<file path="config.mk">
export PLATFORM = sky130hd
export DESIGN_NAME = proj_lut_eval_flat
export DESIGN_NICKNAME = d
export VERILOG_FILES = /design/src/rtl/proj_lut_eval_if.sv /design/src/rtl/proj_lut_eval.sv /design/src/flat_wrapper.sv
export SDC_FILE = /design/constraint.sdc
export NUM_CORES = 1
export LEC_CHECK = 0
export CAP_MARGIN = 20
export CELL_PAD_IN_SITES_DETAIL_PLACEMENT = 2
export CELL_PAD_IN_SITES_GLOBAL_PLACEMENT = 2
export CORE_ASPECT_RATIO = 0.8
export CORE_UTILIZATION = 39
export CTS_CLUSTER_DIAMETER = 120
export CTS_CLUSTER_SIZE = 14
export DETAILED_ROUTE_END_ITERATION = 10
export DONT_BUFFER_PORTS = 1
export GPL_TIMING_DRIVEN = 0
export HOLD_SLACK_MARGIN = 0.1
export PLACE_DENSITY = 0.78
export SYNTH_ARGS = -nofsm -noshare
export SYNTH_HDL_FRONTEND = slang
export SYNTH_SLANG_ARGS = --single-unit
</file>
<file path="constraint.sdc">
create_clock -name clk -period 1.91 [get_ports clk]
set_input_delay 0.2865 -clock clk [delete_from_list [all_inputs] [get_ports clk]]
set_output_delay 0.2865 -clock clk [all_outputs]
set_load 0.05 [all_outputs]
</file>
<file path="src/rtl/proj_lut_eval_if.sv">
// Configuration and evaluation streams for proj_lut_eval.
// The master drives the requests and the slave (the evaluator) answers them.
interface proj_lut_eval_if #(
    parameter int N_IN   = 14,
    parameter int K_PROJ = 5,
    parameter int SEL_W  = $clog2(N_IN)
);
    logic                      cfg_start;
    logic [K_PROJ*SEL_W-1:0]   cfg_sel;
    logic                      cfg_inv;
    logic                      cfg_ready;
    logic                      cfg_bit_vld;
    logic                      cfg_bit;
    logic                      cfg_done;
    logic                      cfg_err;
    logic                      in_valid;
    logic                      in_ready;
    logic [N_IN-1:0]           x;
    logic                      out_valid;
    logic                      out_ready;
    logic                      y;

    modport master (
        output cfg_start, cfg_sel, cfg_inv, cfg_bit_vld, cfg_bit,
        output in_valid, x, out_ready,
        input  cfg_ready, cfg_done, cfg_err, in_ready, out_valid, y
    );

    modport slave (
        input  cfg_start, cfg_sel, cfg_inv, cfg_bit_vld, cfg_bit,
        input  in_valid, x, out_ready,
        output cfg_ready, cfg_done, cfg_err, in_ready, out_valid, y
    );
endinterface

</file>
<file path="src/rtl/proj_lut_eval.sv">
// Programmable projection evaluator: y = lut[x projected onto K_PROJ selected bits] ^ inv.
// The truth table is loaded serially; evaluation is a two-stage valid/ready pipeline.
module proj_lut_eval #(
    parameter int N_IN   = 14,
    parameter int K_PROJ = 5,
    parameter int SEL_W  = $clog2(N_IN)
) (
    input  logic           clk,
    input  logic           rst_n,
    proj_lut_eval_if.slave bus
);
    localparam int LUT_N = 1 << K_PROJ;
    localparam int XP_W  = 1 << SEL_W;

    localparam logic [1:0] ST_UNCFG = 2'd0;
    localparam logic [1:0] ST_LOAD  = 2'd1;
    localparam logic [1:0] ST_RUN   = 2'd2;

    logic [1:0]              state_q, state_d;
    logic [LUT_N-1:0]        lut_q, lut_d;
    logic [K_PROJ*SEL_W-1:0] sel_q, sel_d;
    logic                    inv_q, inv_d;
    logic [K_PROJ-1:0]       cnt_q, cnt_d;
    logic                    done_q, done_d;
    logic                    err_q, err_d;
    logic                    s1_v_q, s1_v_d;
    logic [K_PROJ-1:0]       idx_q, idx_d;
    logic                    s2_v_q, s2_v_d;
    logic                    y_q, y_d;

    logic                    cfg_ready;
    logic                    sel_bad;
    logic                    start_take;
    logic                    restart;
    logic                    s2_open;
    logic                    in_ready;
    logic                    in_fire;
    logic [XP_W-1:0]         x_pad;

    // Padding x to the full select range keeps every index in bounds.
    assign x_pad      = XP_W'(bus.x);
    assign cfg_ready  = (state_q != ST_LOAD) && !s1_v_q && !s2_v_q;
    assign start_take = bus.cfg_start && (cfg_ready || state_q == ST_LOAD);
    assign restart    = start_take && !sel_bad;
    assign s2_open    = !s2_v_q || bus.out_ready;
    assign in_ready   = (state_q == ST_RUN) && (!s1_v_q || s2_open);
    assign in_fire    = bus.in_valid && in_ready;

    always_comb begin
        sel_bad = 1'b0;
        for (int j = 0; j < K_PROJ; j++) begin
            if (32'(bus.cfg_sel[j*SEL_W +: SEL_W]) >= 32'(N_IN)) sel_bad = 1'b1;
        end
    end

    // A start with a bad select is consumed but only flags the error.
    always_comb begin
        state_d = state_q;
        lut_d   = lut_q;
        sel_d   = sel_q;
        inv_d   = inv_q;
        cnt_d   = cnt_q;
        done_d  = 1'b0;
        err_d   = err_q;
        if (start_take) err_d = sel_bad;
        if (restart) begin
            sel_d   = bus.cfg_sel;
            inv_d   = bus.cfg_inv;
            cnt_d   = '0;
            state_d = ST_LOAD;
        end else if (state_q == ST_LOAD && bus.cfg_bit_vld) begin
            lut_d[cnt_q] = bus.cfg_bit;
            cnt_d        = cnt_q + 1'b1;
            if (&cnt_q) begin
                done_d  = 1'b1;
                state_d = ST_RUN;
            end
        end
    end

    always_comb begin
        s1_v_d = s1_v_q;
        idx_d  = idx_q;
        s2_v_d = s2_v_q;
        y_d    = y_q;
        if (in_fire) begin
            s1_v_d = 1'b1;
            for (int j = 0; j < K_PROJ; j++) begin
                idx_d[j] = x_pad[sel_q[j*SEL_W +: SEL_W]];
            end
        end else if (s2_open) begin
            s1_v_d = 1'b0;
        end
        if (s2_open) begin
            s2_v_d = s1_v_q;
            if (s1_v_q) y_d = lut_q[idx_q] ^ inv_q;
        end
    end

    always_ff @(posedge clk) begin
        if (!rst_n) begin
            state_q <= ST_UNCFG;
            lut_q   <= '0;
            sel_q   <= '0;
            inv_q   <= 1'b0;
            cnt_q   <= '0;
            done_q  <= 1'b0;
            err_q   <= 1'b0;
            s1_v_q  <= 1'b0;
            idx_q   <= '0;
            s2_v_q  <= 1'b0;
            y_q     <= 1'b0;
        end else begin
            state_q <= state_d;
            lut_q   <= lut_d;
            sel_q   <= sel_d;
            inv_q   <= inv_d;
            cnt_q   <= cnt_d;
            done_q  <= done_d;
            err_q   <= err_d;
            s1_v_q  <= s1_v_d;
            idx_q   <= idx_d;
            s2_v_q  <= s2_v_d;
            y_q     <= y_d;
        end
    end

    assign bus.cfg_ready = cfg_ready;
    assign bus.cfg_done  = done_q;
    assign bus.cfg_err   = err_q;
    assign bus.in_ready  = in_ready;
    assign bus.out_valid = s2_v_q;
    assign bus.y         = y_q;
endmodule

</file>
<file path="src/flat_wrapper.sv">
// flat-port wrapper written by rule: the top's interface ports become plain ports
module proj_lut_eval_flat 
#(
    parameter int N_IN   = 14,
    parameter int K_PROJ = 5,
    parameter int SEL_W  = $clog2(N_IN)
)
  (clk, rst_n, bus_cfg_start, bus_cfg_sel, bus_cfg_inv, bus_cfg_bit_vld, bus_cfg_bit, bus_in_valid, bus_x, bus_out_ready, bus_cfg_ready, bus_cfg_done, bus_cfg_err, bus_in_ready, bus_out_valid, bus_y);
  proj_lut_eval_if #(.N_IN(N_IN), .K_PROJ(K_PROJ), .SEL_W(SEL_W)) bus_i ();
  input  logic clk;
  input  logic rst_n;
  input wire logic [$bits(bus_i.cfg_start)-1:0] bus_cfg_start;
  input wire logic [$bits(bus_i.cfg_sel)-1:0] bus_cfg_sel;
  input wire logic [$bits(bus_i.cfg_inv)-1:0] bus_cfg_inv;
  input wire logic [$bits(bus_i.cfg_bit_vld)-1:0] bus_cfg_bit_vld;
  input wire logic [$bits(bus_i.cfg_bit)-1:0] bus_cfg_bit;
  input wire logic [$bits(bus_i.in_valid)-1:0] bus_in_valid;
  input wire logic [$bits(bus_i.x)-1:0] bus_x;
  input wire logic [$bits(bus_i.out_ready)-1:0] bus_out_ready;
  output wire logic [$bits(bus_i.cfg_ready)-1:0] bus_cfg_ready;
  output wire logic [$bits(bus_i.cfg_done)-1:0] bus_cfg_done;
  output wire logic [$bits(bus_i.cfg_err)-1:0] bus_cfg_err;
  output wire logic [$bits(bus_i.in_ready)-1:0] bus_in_ready;
  output wire logic [$bits(bus_i.out_valid)-1:0] bus_out_valid;
  output wire logic [$bits(bus_i.y)-1:0] bus_y;
  assign bus_i.cfg_start = bus_cfg_start;
  assign bus_i.cfg_sel = bus_cfg_sel;
  assign bus_i.cfg_inv = bus_cfg_inv;
  assign bus_i.cfg_bit_vld = bus_cfg_bit_vld;
  assign bus_i.cfg_bit = bus_cfg_bit;
  assign bus_i.in_valid = bus_in_valid;
  assign bus_i.x = bus_x;
  assign bus_i.out_ready = bus_out_ready;
  assign bus_cfg_ready = bus_i.cfg_ready;
  assign bus_cfg_done = bus_i.cfg_done;
  assign bus_cfg_err = bus_i.cfg_err;
  assign bus_in_ready = bus_i.in_ready;
  assign bus_out_valid = bus_i.out_valid;
  assign bus_y = bus_i.y;
  proj_lut_eval #(.N_IN(N_IN), .K_PROJ(K_PROJ), .SEL_W(SEL_W)) u_core (.clk(clk), .rst_n(rst_n), .bus(bus_i));
endmodule
</file>
==> qor.csv <==
stage;metric;value;unit
place;port_buffers;0;
place;routabilityCongestion;0.872;
clock_tree;clock_latency;340;ps
logic_synthesis;synth_top_area_share;34.8;%
min_path;whs_endpoint;u_core.sel_q[16]$_SDFFE_PN0P_;
clock_tree;clk_pin_slew;60;ps
clock_tree;cts-root-buf;clkbuf_16;
clock_tree;cts_inserted_buffers;9;
clock_tree;cts_tree;yes;
grt;antenna_found_initial;0;
floorplan;core;0.00985;mm^2
sta;slew_viol_final;0;
grt;grt_pass1_wl;21100;um
route;drt-vias-per-instance;5.71;
cells_and_area;fin_cells;625;
pwr;p_comb_share;11.0;%
logic_synthesis;ys_warn_count;0;
route;wl_per_cell;22.1;um
route;ant_nets;0;
min_path;holdPathStages;2;
route;routed_wirelength;13800;um
logic_synthesis;yosysSeqAreaShare;34.8;%
cells_and_area;diodes;0;
route;first_pass_iters;4;
grt;first_global_vias;3872;
logic_synthesis;syn_avg_cell_area;8.88;um^2
grt;grt_overflow_total;0;
min_path;hold_class;input port to flop;
grt;grt_max_degree;11;
logic_synthesis;synthArstFlopShare;0;%
place;dp.cells;589;
logic_synthesis;syn_inst;453;
sta;period_share;98.5;%
floorplan;row_count;32;
pwr;p_per_area;705;mW/mm^2
sta;hold_violations;0;
cells_and_area;final_util;48.5;%
logic_synthesis;yosysUniqueCellTypes;42;
setup_path;reg2reg_depth;6;
route;routedLengthMet1;6480;um
pwr;p_sw;848;uW
logic_synthesis;yosys.area.top_type;dfxtp_1;
pwr;peakVddDrop;0.000348;V
setup_path;start_kind;flop;
sta;period_needed;1880;ps
pwr;p_leak;0.00154;uW
floorplan;io_pins;48;
outcome;status;finished, final reports clean;
setup_path;crit_fanout;10;
setup_path;crit_type;flop to flop;
logic_synthesis;synth-edff-count;0;
min_path;hold_start;bus_cfg_sel[16];
setup_path;r2r-start;u_core.bus.out_valid$_SDFFE_PN0N_;
pwr;swShare;25.2;%
grt;grt_usage;26.7;%
logic_synthesis;synthTopCellsByArea;dfxtp_1, nand2_1, mux2i_1;
logic_synthesis;synth_area;0.00402;mm^2
job;cap_violations;0;
sta;fin_skew;8.65;ps
logic_synthesis;ys.flop_type;dfxtp_1;
cells_and_area;area.growth.synth_to_final;18.7;%
clock_tree;cts_max_level;3;
setup_path;cp-end-kind;flop;
floorplan;dieArea;0.0107;mm^2
setup_path;worstPathArrival;2110;ps
logic_synthesis;syn-num-nets;500;
setup_path;r2r_slack;30;ps
sta;tightest_slew;826;ps
route;drc_errors;0;
sta;fin_hold_ws;101;ps
place;dp_hpwl;9540;um
cells_and_area;nets;534;
sta;clock.fmax;531;MHz
logic_synthesis;ys_ff_latch;70;
setup_path;critPathRequiredTime;2140;ps
clock_tree;clockBufferDepth;2;
sta;setup_viol;0;
route;routed-via-count;3568;
pwr;seqPwrFrac;45.5;%
pwr;clkPwrFrac;43.5;%
floorplan;fp.dieW;116;um
route;wl_met2;6460;um
floorplan;die_h;92.9;um
route;route.met3.wl;625;um
cells_and_area;drive_gt1_share;15.3;%
clock_tree;cts.sinks;70;
sta;relSlewSlack;44.6;%
pwr;internal-power;2520;uW
floorplan;start_util;40.9;%
route;drt_iter0_drc;120;
setup_path;r2r_end;u_core.lut_q[12]$_SDFFE_PN0P_;
route;top_layer;met4;
-- per-layer routing --
layer / GRT usage (%) / vias up
met1: 36.6 / 1814
met5: 0 / -
li1: - / 1660
met4: 6.71 / 0
met3: 5.43 / 23
met2: 42.6 / 71
-- worst max-delay path, stage by stage (launching register included) --
cell and delay, ps:
dfxtp_4 410, nor2_1 200, o21ai_4 170, o311ai_4 370, buf_6 210, o21ai_0 120
a21boi_0 280
-- placed cells by master, fill, tap and decap left out, types with 4 or more instances in the layout --
master / netlist / routed
mux4_1: 6 / 5
dlygate4sd3_1: 0 / 13
clkbuf_16: 0 / 10
nand2_1: 88 / 88
a21boi_0: 34 / 29
mux2i_1: 27 / 20
buf_4: 0 / 7
buf_6: 9 / 9
mux4_2: 11 / 12
nor2b_1: 12 / 12
clkbuf_1: 18 / 16
a21oi_1: 9 / 9
a211oi_1: 6 / 6
a21boi_1: 20 / 25
o21ai_0: 34 / 33
a22oi_1: 4 / 4
mux2i_2: 0 / 4
ha_1: 5 / 5
nor2_1: 48 / 48
clkbuf_4: 0 / 4
dfxtp_1: 70 / 68
nand3_1: 11 / 11
o311ai_4: 4 / 4
-- power by group through the flow --
| stage | Combinational [uW] | Clock, uW | Sequential, uW |
|---|---|---|---|
| floorplan | 259 | 0 | 1550 |
| global placement | 314 | 0 | 1560 |
| detailed placement | 330 | 0 | 1560 |
| CTS | 357 | 1490 | 1530 |
| global route | 404 | 1560 | 1540 |
| finish | 372 | 1460 | 1530 |
-- through the flow --
step | setup WS (ps) | total power (uW) | instance area (um^2) | setup TNS, ps
2_1_floorplan | 128 | 1810 | 4030 | 0
3_3_place_gp | -121 | 1870 | 4200 | -4470
3_5_place_dp | -243 | 1890 | 4200 | -8780
4_1_cts | 12.6 | 3380 | 4680 | 0
5_1_grt | -68.5 | 3490 | 4780 | -132
6_report | 28.2 | 3370 | 4780 | 0
-- cell families after synthesis --
| group | Yosys count | share of synthesized area [%] |
|---|---|---|
| compound gates | 115 | 20.9 |
| xor+xnor | 3 | 0.653 |
| fa+ha+maj | 5 | 1.55 |
| buf+inv | 35 | 5.10 |
| flops | 70 | 34.8 |
| mux | 44 | 16.8 |
| simple gates | 181 | 20.2 |
-- final cells by class --
class | count | area [um^2]
Inverter | 3 | 11.3
Timing Repair Buffer | 23 | 239
Fill cell | 1086 | 5070
Buffer | 32 | 216
Clock buffer | 10 | 229
Sequential cell | 70 | 1410
Clock inverter | 3 | 15.0
Multi-Input combinational cell | 348 | 2490
Tap cell | 136 | 170
-- cells in the mapped netlist (4+ instances only) --
library cell and n:
o21ai_0 34, ha_1 5, dfxtp_1 70, nor2b_1 12
a22oi_1 4, a21oi_1 9, a211oi_1 6, mux4_2 11
mux2i_1 27, a21boi_0 34, a21boi_1 20, o311ai_4 4
buf_6 9, buf_2 5, nand2_1 88, clkbuf_1 18
mux4_1 6, nand3_1 11, nor2_1 48
-- sequential cells by signal, summed over array words and instances (netlist names), 2 cells and up --
register / flops
u_core.sel_q: 20
u_core.lut_q: 32
u_core.state_q: 2
u_core.cnt_q: 5
u_core.idx_q: 5
-- timing repair --
action / 4_1_cts / 5_1_grt
gates resized for setup: 9 / 26
pin swaps: 4 / 1
cloned: 0 / 1
endpoints found under the hold margin: 13 / 0
hold buffers: 13 / 0
endpoints found under the setup margin: 62 / 47
setup buffers: 8 / 1
-- worst max path at each step --
| stage | to | start |
|---|---|---|
| after floorplan | u_core.lut_q[12]$_SDFFE_PN0P_ | u_core.bus.out_valid$_SDFFE_PN0N_ |
| after global placement | u_core.lut_q[23]$_SDFFE_PN0P_ | u_core.bus.out_valid$_SDFFE_PN0N_ |
| after detailed placement | u_core.sel_q[0]$_SDFFE_PN0P_ | u_core.bus.out_valid$_SDFFE_PN0N_ |
| after CTS | u_core.bus.y$_SDFFE_PN0P_ | u_core.idx_q[1]$_SDFFE_PN0P_ |
| after global routing | u_core.lut_q[12]$_SDFFE_PN0P_ | u_core.bus.out_valid$_SDFFE_PN0N_ |
| final | u_core.lut_q[12]$_SDFFE_PN0P_ | u_core.bus.out_valid$_SDFFE_PN0N_ |
Note: power is estimated with default switching activity, not from simulation.
